### config.mk
export PLATFORM = sky130hd
export DESIGN_NAME = input_port_buffer
export DESIGN_NICKNAME = d
export VERILOG_FILES = /design/src/rtl/router_pkg.sv /design/src/rtl/flit_fifo.sv /design/src/rtl/input_port_buffer.sv
export SDC_FILE = /design/constraint.sdc
export NUM_CORES = 1
export LEC_CHECK = 0
export ABC_AREA = 0
export BUFFER_PORTS_ARGS = -buffer_cell sky130_fd_sc_hd__buf_2
export CAP_MARGIN = 10
export CORE_MARGIN = 3
export CORE_UTILIZATION = 59
export CTS_CLUSTER_SIZE = 28
export DETAILED_ROUTE_END_ITERATION = 6
export PLACE_DENSITY = 0.95
export SKIP_LAST_GASP = 1
export SYNTH_ARGS = -nofsm -noshare
export SYNTH_HDL_FRONTEND = slang
export SYNTH_SLANG_ARGS = --single-unit
### constraint.sdc
create_clock -name clk -period 7.23 [get_ports clk]
set_input_delay 0.3615 -clock clk [delete_from_list [all_inputs] [get_ports clk]]
set_output_delay 0.3615 -clock clk [all_outputs]
set_load 0.005 [all_outputs]
### src/rtl/router_pkg.sv
// Shared mesh-router definitions: port codes, flit type codes, header field offsets.
package router_pkg;

  localparam logic [2:0] PORT_NORTH = 3'b001;
  localparam logic [2:0] PORT_SOUTH = 3'b010;
  localparam logic [2:0] PORT_WEST  = 3'b011;
  localparam logic [2:0] PORT_EAST  = 3'b100;
  localparam logic [2:0] PORT_LOCAL = 3'b101;

  typedef enum logic [1:0] {
    FT_HEADTAIL = 2'b00,
    FT_HEAD     = 2'b01,
    FT_BODY     = 2'b10,
    FT_TAIL     = 2'b11
  } flit_type_e;

  typedef enum logic [1:0] {
    ST_IDLE,
    ST_ROUTE,
    ST_ACTIVE
  } ibuf_state_e;

  // Field positions, counted downward from the flit MSB.
  localparam int TYPE_W     = 2;
  localparam int DEST_X_OFS = 2;
  localparam int DEST_Y_OFS = 5;

  function automatic logic is_head(input logic [1:0] t);
    return (t == FT_HEAD) || (t == FT_HEADTAIL);
  endfunction

  function automatic logic is_tail(input logic [1:0] t);
    return (t == FT_TAIL) || (t == FT_HEADTAIL);
  endfunction

endpackage

### src/rtl/flit_fifo.sv
// Flit storage for one router input: circular buffer with wrap-around pointers and occupancy count.
module flit_fifo
  import router_pkg::*;
#(
  parameter int FLIT_W = 16,
  parameter int DEPTH  = 4
) (
  input  logic              clk,
  input  logic              rst_n,
  input  logic              i_push,
  input  logic [FLIT_W-1:0] i_data,
  input  logic              i_pop,
  output logic [FLIT_W-1:0] o_data,
  output logic              o_empty,
  output logic              o_full
);

  localparam int PTR_W = $clog2(DEPTH);
  localparam int CNT_W = PTR_W + 1;

  logic [FLIT_W-1:0] r_mem [DEPTH];
  logic [PTR_W-1:0]  r_wr_ptr;
  logic [PTR_W-1:0]  r_rd_ptr;
  logic [CNT_W-1:0]  r_count;
  logic              w_push;
  logic              w_pop;

  assign o_empty = (r_count == '0);
  assign o_full  = (r_count == CNT_W'(DEPTH));
  assign w_push  = i_push && !o_full;
  assign w_pop   = i_pop && !o_empty;
  assign o_data  = r_mem[r_rd_ptr];

  always_ff @(posedge clk or negedge rst_n) begin
    if (!rst_n) begin
      r_wr_ptr <= '0;
      r_rd_ptr <= '0;
      r_count  <= '0;
    end else begin
      if (w_push) r_wr_ptr <= r_wr_ptr + PTR_W'(1);
      if (w_pop)  r_rd_ptr <= r_rd_ptr + PTR_W'(1);
      case ({w_push, w_pop})
        2'b10:   r_count <= r_count + CNT_W'(1);
        2'b01:   r_count <= r_count - CNT_W'(1);
        default: r_count <= r_count;
      endcase
    end
  end

  // Storage is not reset; only the pointers define which entries are live.
  always_ff @(posedge clk) begin
    if (w_push) r_mem[r_wr_ptr] <= i_data;
  end

endmodule

### src/rtl/input_port_buffer.sv
// Router input stage: buffers flits, looks up the route of each head flit, then streams the packet to the switch.
module input_port_buffer
  import router_pkg::*;
#(
  parameter int FLIT_W = 16,
  parameter int DEPTH  = 4,
  parameter int ADDR_W = 3
) (
  input  logic              clk,
  input  logic              rst_n,
  input  logic [ADDR_W-1:0] router_address_x,
  input  logic [ADDR_W-1:0] router_address_y,
  input  logic              in_valid,
  input  logic [FLIT_W-1:0] in_flit,
  output logic              in_ready,
  output logic [ADDR_W-1:0] flit_desn_x,
  output logic [ADDR_W-1:0] flit_desn_y,
  output logic              read_request,
  input  logic [2:0]        next_hop,
  output logic              out_valid,
  output logic [FLIT_W-1:0] out_flit,
  output logic [2:0]        out_port,
  input  logic              out_ready,
  output logic              busy,
  output logic              err_drop
);

  ibuf_state_e       r_state;
  ibuf_state_e       w_state_nxt;
  logic [2:0]        r_out_port;
  logic              r_err_drop;
  logic [FLIT_W-1:0] w_head;
  logic [1:0]        w_head_type;
  logic              w_empty;
  logic              w_full;
  logic              w_push;
  logic              w_pop;
  logic              w_drop;
  logic              w_is_local;

  flit_fifo #(
    .FLIT_W (FLIT_W),
    .DEPTH  (DEPTH)
  ) u_fifo (
    .clk     (clk),
    .rst_n   (rst_n),
    .i_push  (w_push),
    .i_data  (in_flit),
    .i_pop   (w_pop),
    .o_data  (w_head),
    .o_empty (w_empty),
    .o_full  (w_full)
  );

  assign in_ready    = !w_full;
  assign w_push      = in_valid && in_ready;
  assign w_head_type = w_head[FLIT_W-1 -: TYPE_W];
  assign flit_desn_x = w_head[FLIT_W-1-DEST_X_OFS -: ADDR_W];
  assign flit_desn_y = w_head[FLIT_W-1-DEST_Y_OFS -: ADDR_W];
  assign w_is_local  = (flit_desn_x == router_address_x) && (flit_desn_y == router_address_y);
  assign out_flit    = w_head;
  assign out_port    = r_out_port;
  assign err_drop    = r_err_drop;
  assign busy        = (r_state != ST_IDLE);

  always_comb begin
    w_state_nxt  = r_state;
    w_pop        = 1'b0;
    w_drop       = 1'b0;
    read_request = 1'b0;
    out_valid    = 1'b0;
    case (r_state)
      ST_IDLE: begin
        if (!w_empty) begin
          if (is_head(w_head_type)) begin
            w_state_nxt = ST_ROUTE;
          end else begin
            w_pop  = 1'b1;
            w_drop = 1'b1;
          end
        end
      end
      ST_ROUTE: begin
        read_request = 1'b1;
        w_state_nxt  = ST_ACTIVE;
      end
      ST_ACTIVE: begin
        out_valid = !w_empty;
        if (out_valid && out_ready) begin
          w_pop = 1'b1;
          if (is_tail(w_head_type)) w_state_nxt = ST_IDLE;
        end
      end
      default: w_state_nxt = ST_IDLE;
    endcase
  end

  always_ff @(posedge clk or negedge rst_n) begin
    if (!rst_n) begin
      r_state    <= ST_IDLE;
      r_out_port <= '0;
      r_err_drop <= 1'b0;
    end else begin
      r_state    <= w_state_nxt;
      r_err_drop <= w_drop;
      // The routing table has no code for this router itself.
      if (r_state == ST_ROUTE) r_out_port <= w_is_local ? PORT_LOCAL : next_hop;
    end
  end

endmodule

# Yosys cells after proc, flatten, opt, wreduce, memory -nomap -nowiden
# Memories as Yosys holds them, arrays and structs flattened.
# Cells that the tools add are included.
word_totals:
  inputBits: 29
  mem_bits_rw: 64
  n_memories: 1
  regBits: 13
memory_table:
  columns: ["name", "depth", "word_bits", "read_ports", "rd_ports_with_merged_regs", "wr", "line", "text"]
  rows:
  - ["u_fifo.r_mem", 4, 16, 1, 0, 1, "flit_fifo.sv:21", "logic [FLIT_W-1:0] r_mem [DEPTH];"]
classes:
  n_eq_ne: 13
  n_mux: 16
  n_addsub: 4
  reduce_logical: 15
op_table:
  columns: ["operator", "count"]
  rows:
  - ["$mux W1", 8]
  - ["$mux W2", 4]
  - ["$ne A2 B2 Y1 const B", 4]
  - ["$eq A2 B1 Y1 const B", 3]
  - ["$eq A2 B2 Y1 const B", 3]
  - ["$eq A3 B3 Y1", 2]
  - ["$pmux W2 S3", 1]
  - ["$pmux W3 S2", 1]
  - ["$logic_and A1 B1 Y1", 5]
  - ["$add A2 B1 Y2 const B", 2]
  - ["$logic_not A2 Y1", 2]
  - ["$reduce_and A4 Y1", 1]
  - ["$reduce_bool A2 Y1", 2]
  - ["$add A3 B1 Y3 const B", 1]
  - ["$eq A3 B3 Y1 const B", 1]
  - ["$logic_not A3 Y1", 1]
  - ["$mux W3", 1]
  - ["$sub A3 B1 Y3 const B", 1]
  - ["$logic_not A1 Y1", 2]
  - ["$logic_or A1 B1 Y1", 2]
  - ["$pmux W1 S2", 1]

# Longest topological paths before layout
# An unclocked memory read counts as a cell.
logic_depth:
  word_depth: 9
  depth_mapped: 13
  depth_no_buf: 11

# By module
# Synthesis repeated with hierarchy kept, for this count alone.
unflattened:
  hier_cells: 170
  area_unflattened_um2: 3250.6
by_module_without_submodules:
  columns: ["mod", "seq_area_each_um2", "instances", "area_each_um2", "cells_per_inst"]
  rows:
  - ["flit_fifo", 2097.0, 1, 2775.2, 121]
  - ["input_port_buffer", 150.1, 1, 475.5, 49]

# Worst setup path after synthesis
# No wires, ideal clock.
synth_path:
  kind: "flip-flop to flip-flop"
  startpoint: "reg u_fifo.r_rd_ptr[1]"
  endpoint: "reg u_fifo.r_count[2]"
  path_buffers: 2
  period_less_slack_ps: 3123
  path_stages_with_launch: 13
  path_slack_ps: 4107
  arrival_time_ps: 3043
  t_required_ps: 7151
  path_cell_list: "dfrtp_1 clkbuf_1 buf_2 mux4_2 ha_1 or3_1 a211oi_2 ha_1 inv_1 fa_1 xor2_1 nor2_1 xor2_1"
synth_between:
  elab_chain_cells: 9
synth_rtl:
  columns: ["element", "line", "text"]
  rows:
  - ["start, declared", "flit_fifo.sv:23", "logic [PTR_W-1:0] r_rd_ptr;"]
  - ["start signal, assigned", "flit_fifo.sv:41", "if (w_pop) r_rd_ptr <= r_rd_ptr + PTR_W'(1);"]
  - ["$mem_v2 Z4 W16 *", null, null]
  - ["via out_flit[14]", "input_port_buffer.sv:21", "output logic [FLIT_W-1:0] out_flit,"]
  - ["$eq A2 B1 Y1 / $logic_not A2 Y1 (equally long branches)", "router_pkg.sv:29", "return (t == FT_HEAD) || (t == FT_HEADTAIL);"]
  - ["$logic_or A1 B1 Y1 *", "router_pkg.sv:29", null]
  - ["$mux W1 *", "input_port_buffer.sv:75", "if (is_head(w_head_type)) begin"]
  - ["$mux W1 *", "input_port_buffer.sv:74", "if (!w_empty) begin"]
  - ["$pmux W1 S2 *", "input_port_buffer.sv:72", "case (r_state)"]
  - ["$logic_and A1 B1 Y1 *", "flit_fifo.sv:31", "assign w_pop = i_pop && !o_empty;"]
  - ["via u_fifo.w_pop", "flit_fifo.sv:26", "logic w_pop;"]
  - ["$eq A2 B1 Y1 / $eq A2 B2 Y1 (equally long branches)", "flit_fifo.sv:42", "case ({w_push, w_pop})"]
  - ["$pmux W3 S2 / $reduce_bool A2 Y1 (equally long branches)", null, null]
  - ["end signal, assigned", "flit_fifo.sv:43", "2'b10: r_count <= r_count + CNT_W'(1);"]
  - ["end signal, assigned", "flit_fifo.sv:44", "2'b01: r_count <= r_count - CNT_W'(1);"]
  - ["end signal, assigned", "flit_fifo.sv:45", "default: r_count <= r_count;"]
  - ["end, declared", "flit_fifo.sv:24", "logic [CNT_W-1:0] r_count;"]
# Mark *: on every way through the listed nets, which the timed path passes. The rest lies on a longest branch.
# A chain may end at the register's enable or synchronous reset.

# Worst setup path in the final report
layout_path:
  startpoint: "reg u_fifo.r_rd_ptr[0]"
  endpoint: "reg u_fifo.r_count[2]"
layout_between:
  elab_chain_cells: 9
layout_rtl:
  columns: ["element", "line"]
  rows:
  - ["$mem_v2 Z4 W16 *", null]
  - ["$eq A2 B1 Y1 / $logic_not A2 Y1 (equally long branches)", "router_pkg.sv:29"]
  - ["$logic_or A1 B1 Y1 *", "router_pkg.sv:29"]
  - ["$mux W1 *", "input_port_buffer.sv:75"]
  - ["$mux W1 *", "input_port_buffer.sv:74"]
  - ["$pmux W1 S2 *", "input_port_buffer.sv:72"]
  - ["$logic_and A1 B1 Y1 *", "flit_fifo.sv:31"]
  - ["via u_fifo.w_pop", "flit_fifo.sv:26"]
  - ["$eq A2 B1 Y1 / $eq A2 B2 Y1 (equally long branches)", "flit_fifo.sv:42"]
  - ["$pmux W3 S2 / $reduce_bool A2 Y1 (equally long branches)", null]
# Marked as above.

==> reports/metrics.csv <==
metric,value,unit
Chip Width,78.83,um
Post-synth ARST share,16.88,%
detailed-route DRC error count,0,
worst slew pin tran,1.053,ns
Pint,1.027,mW
clk_lat worst skew,0.34,ns
Worst slew margin,29.77,%
H-tree level count,3,
Synth warnings,0,
worst setup margin,3.504,ns
first-pass GRT wire length,8.873,mm
Synth Register Bits,77,
final net count,264,
TritonRoute pass-1 iters,4,
total negative slack,0,ns
Finished Layout Cells,299,
Final Max Tran Viols,0,
Post-CTS Setup Repair Bufs,0,
Wirelength per Cell,18.09,um
P per Cell Area,412.9,mW/mm^2
antenna diode count,0,
Top delay family on crit path,flip-flops,
clk slew on worst S/H paths,0.08,ns
Commonest cells post-synth,"edfxtp_1, mux4_2, dfrtp_1, xnor2_1, inv_1",
clk buf depth,2,
data arrival time of the critical path,4.00,ns
minimum clock period,3.726,ns
Synth area leader,edfxtp_1,
maximum number of pins on one net before global-route repair,19,
worst hold-check path type,in2reg,
unrepaired setup endpoints after global routing,false,
dpl hpwl,3.579,mm
"critical path, cell by cell",mux4_2 > ha_1 > or3_1 > a211oi_2 > ha_1 > inv_1 > fa_1 > xor2_1 > nor2_1 > xor2_1,
Mapped Nets,204,
GP Congestion,0.6975,
Initial Util,63.72,%
status,completed,
Yosys top cell area share,61.42,%
via count,1640,
post-CTS sizing,0,
Fmax achieved,268.4,MHz
share of cells above drive strength 1,39.22,%
Seq pwr share,46.0,%
critical path's largest stage delay,1.04,ns
IO Port Bufs,58,
Die H,78.83,um
"Cell Area, Placed",0.003433,mm^2
hold buffers post-CTS,1,
syn_area_per_cell,18.74,um^2
core outline area,0.004911,mm^2
synth unique cells,30,
Psw,0.4701,mW
"Max FO, Critical Path",18,
placed cells,282,
"Slowest-stage cell, CP",dfrtp_1,
vias per cell,5.485,
I/O pin count,59,
Mapped Area,0.003129,mm^2
max_cap viols,0,
Tcrit/Tclk final,51.54,%
die footprint,0.006213,mm^2
WP buf/inv,1,
Post-Syn Instances,167,
Critical Path Sink Type,register,
final hold violation count,0,
setup violators final,0,
number of global-route vias before repair,1681,
most common cell in the netlist,edfxtp_1,
WP data required,7.50,ns
Final ANT Viol Nets,0,
"Core Util, Final",73.81,%
TritonCTS Sinks,77,
leakage,1.401,nW
"EDFF count, synth",64,
"Seq/Total Area, Yosys",71.81,%
clock share of power,19.9,%
Most used DFF post-synth,edfxtp_1,
initial DRC count,100,
"top cells by area, synth","edfxtp_1, mux4_2, dfrtp_1",
pre-CTS WS,3.431,ns
Worst IR Drop VDD,0.2692,mV
Setup crit start kind,register,
"Non-Filler Cell Area, Final",0.003625,mm^2
initial antenna violation count,0,
GRT Util Overall,19.80,%
Switching Share,31.41,%
grt ovf,0,
Num CTS Buffers,9,
Comb power frac,34.2,%
Detailed Route WL,5.408,mm
Setup Skew,0.01317,ns
CTS tree,built,
Setup CP Type,reg2reg,
area growth from synthesis to layout,15.83,%
row count,25,
clk root buf,clkbuf_8,
[state kept, by name, indices dropped and copies added (netlist names)]
register and flops:
out_port 3, u_fifo.r_count 3, u_fifo.r_wr_ptr 2, u_fifo.r_mem 64, err_drop 1, r_state 2, u_fifo.r_rd_ptr 2
[per-stage QoR]
step                power (mW)  hold WS (ns)
global route             1.606        0.2287
floorplan                1.057       0.06591
detailed placement       1.216        0.2677
CTS                      1.516        0.2283
global placement         1.189        0.2592
finish                   1.497        0.2409
[metal layers]
metal / share of wire [%] / global-route usage [%]
met1: 40 / 25.49
met2: 50 / 32.17
met3: 8.5 / 6.349
met4: 0.74 / 6.873
met5: 0 / 0
[power by group through the flow]
stage,sequential [mW],clock (mW),combinational [mW]
6_report,0.688,0.297,0.511
3_3_place_gp,0.690,0,0.500
4_1_cts,0.691,0.304,0.521
3_5_place_dp,0.699,0,0.517
2_1_floorplan,0.639,0,0.418
5_1_grt,0.707,0.325,0.574
[final timing paths]
kind                               startpoint                 end  slack [ns]  cells after the start
setup / recovery           u_fifo.r_rd_ptr[0]   u_fifo.r_count[2]        3.50                     10
hold / removal                     in_flit[2]  u_fifo.r_mem[3][2]        0.24                      1
setup reg to reg           u_fifo.r_rd_ptr[0]   u_fifo.r_count[2]        3.50                     10
hold reg to reg             u_fifo.r_count[0]   u_fifo.r_count[0]        0.51                      1
max in group asynchronous               rst_n         out_port[2]        6.55                      2
min in group asynchronous               rst_n            err_drop        0.44                      2
[cell type report]
class / instances / area (um^2)
Sequential cell: 77 / 2247
Fill cell: 301 / 1286
Multi-Input combinational cell: 71 / 778.2
Timing Repair Buffer: 59 / 300.3
Clock buffer: 10 / 127.6
Tap cell: 67 / 83.83
Clock inverter: 6 / 53.80
Inverter: 9 / 33.78
[layout by cell type, fill, tap and decap left out, types with 3 or more instances in the layout]
| master | instances |
|---|---|
| nor2_1 | 7 |
| edfxtp_1 | 64 |
| mux4_2 | 16 |
| xor2_1 | 3 |
| xnor2_1 | 9 |
| ha_1 | 7 |
| clkbuf_8 | 9 |
| and3_1 | 4 |
| nand2_1 | 4 |
| clkinv_2 | 4 |
| inv_1 | 8 |
| buf_2 | 58 |
| dfrtp_1 | 13 |
[kinds of logic after synthesis]
kind of cell | synth area share, %
flip-flops | 71.81
AO/OA/AOI/OAI | 1.239
adder cells (fa/ha/maj) | 3.439
buffers and inverters | 3.318
AND/OR/NAND/NOR | 4.638
multiplexers | 12.20
XOR/XNOR | 3.359
(Power assumes the default switching activity.)
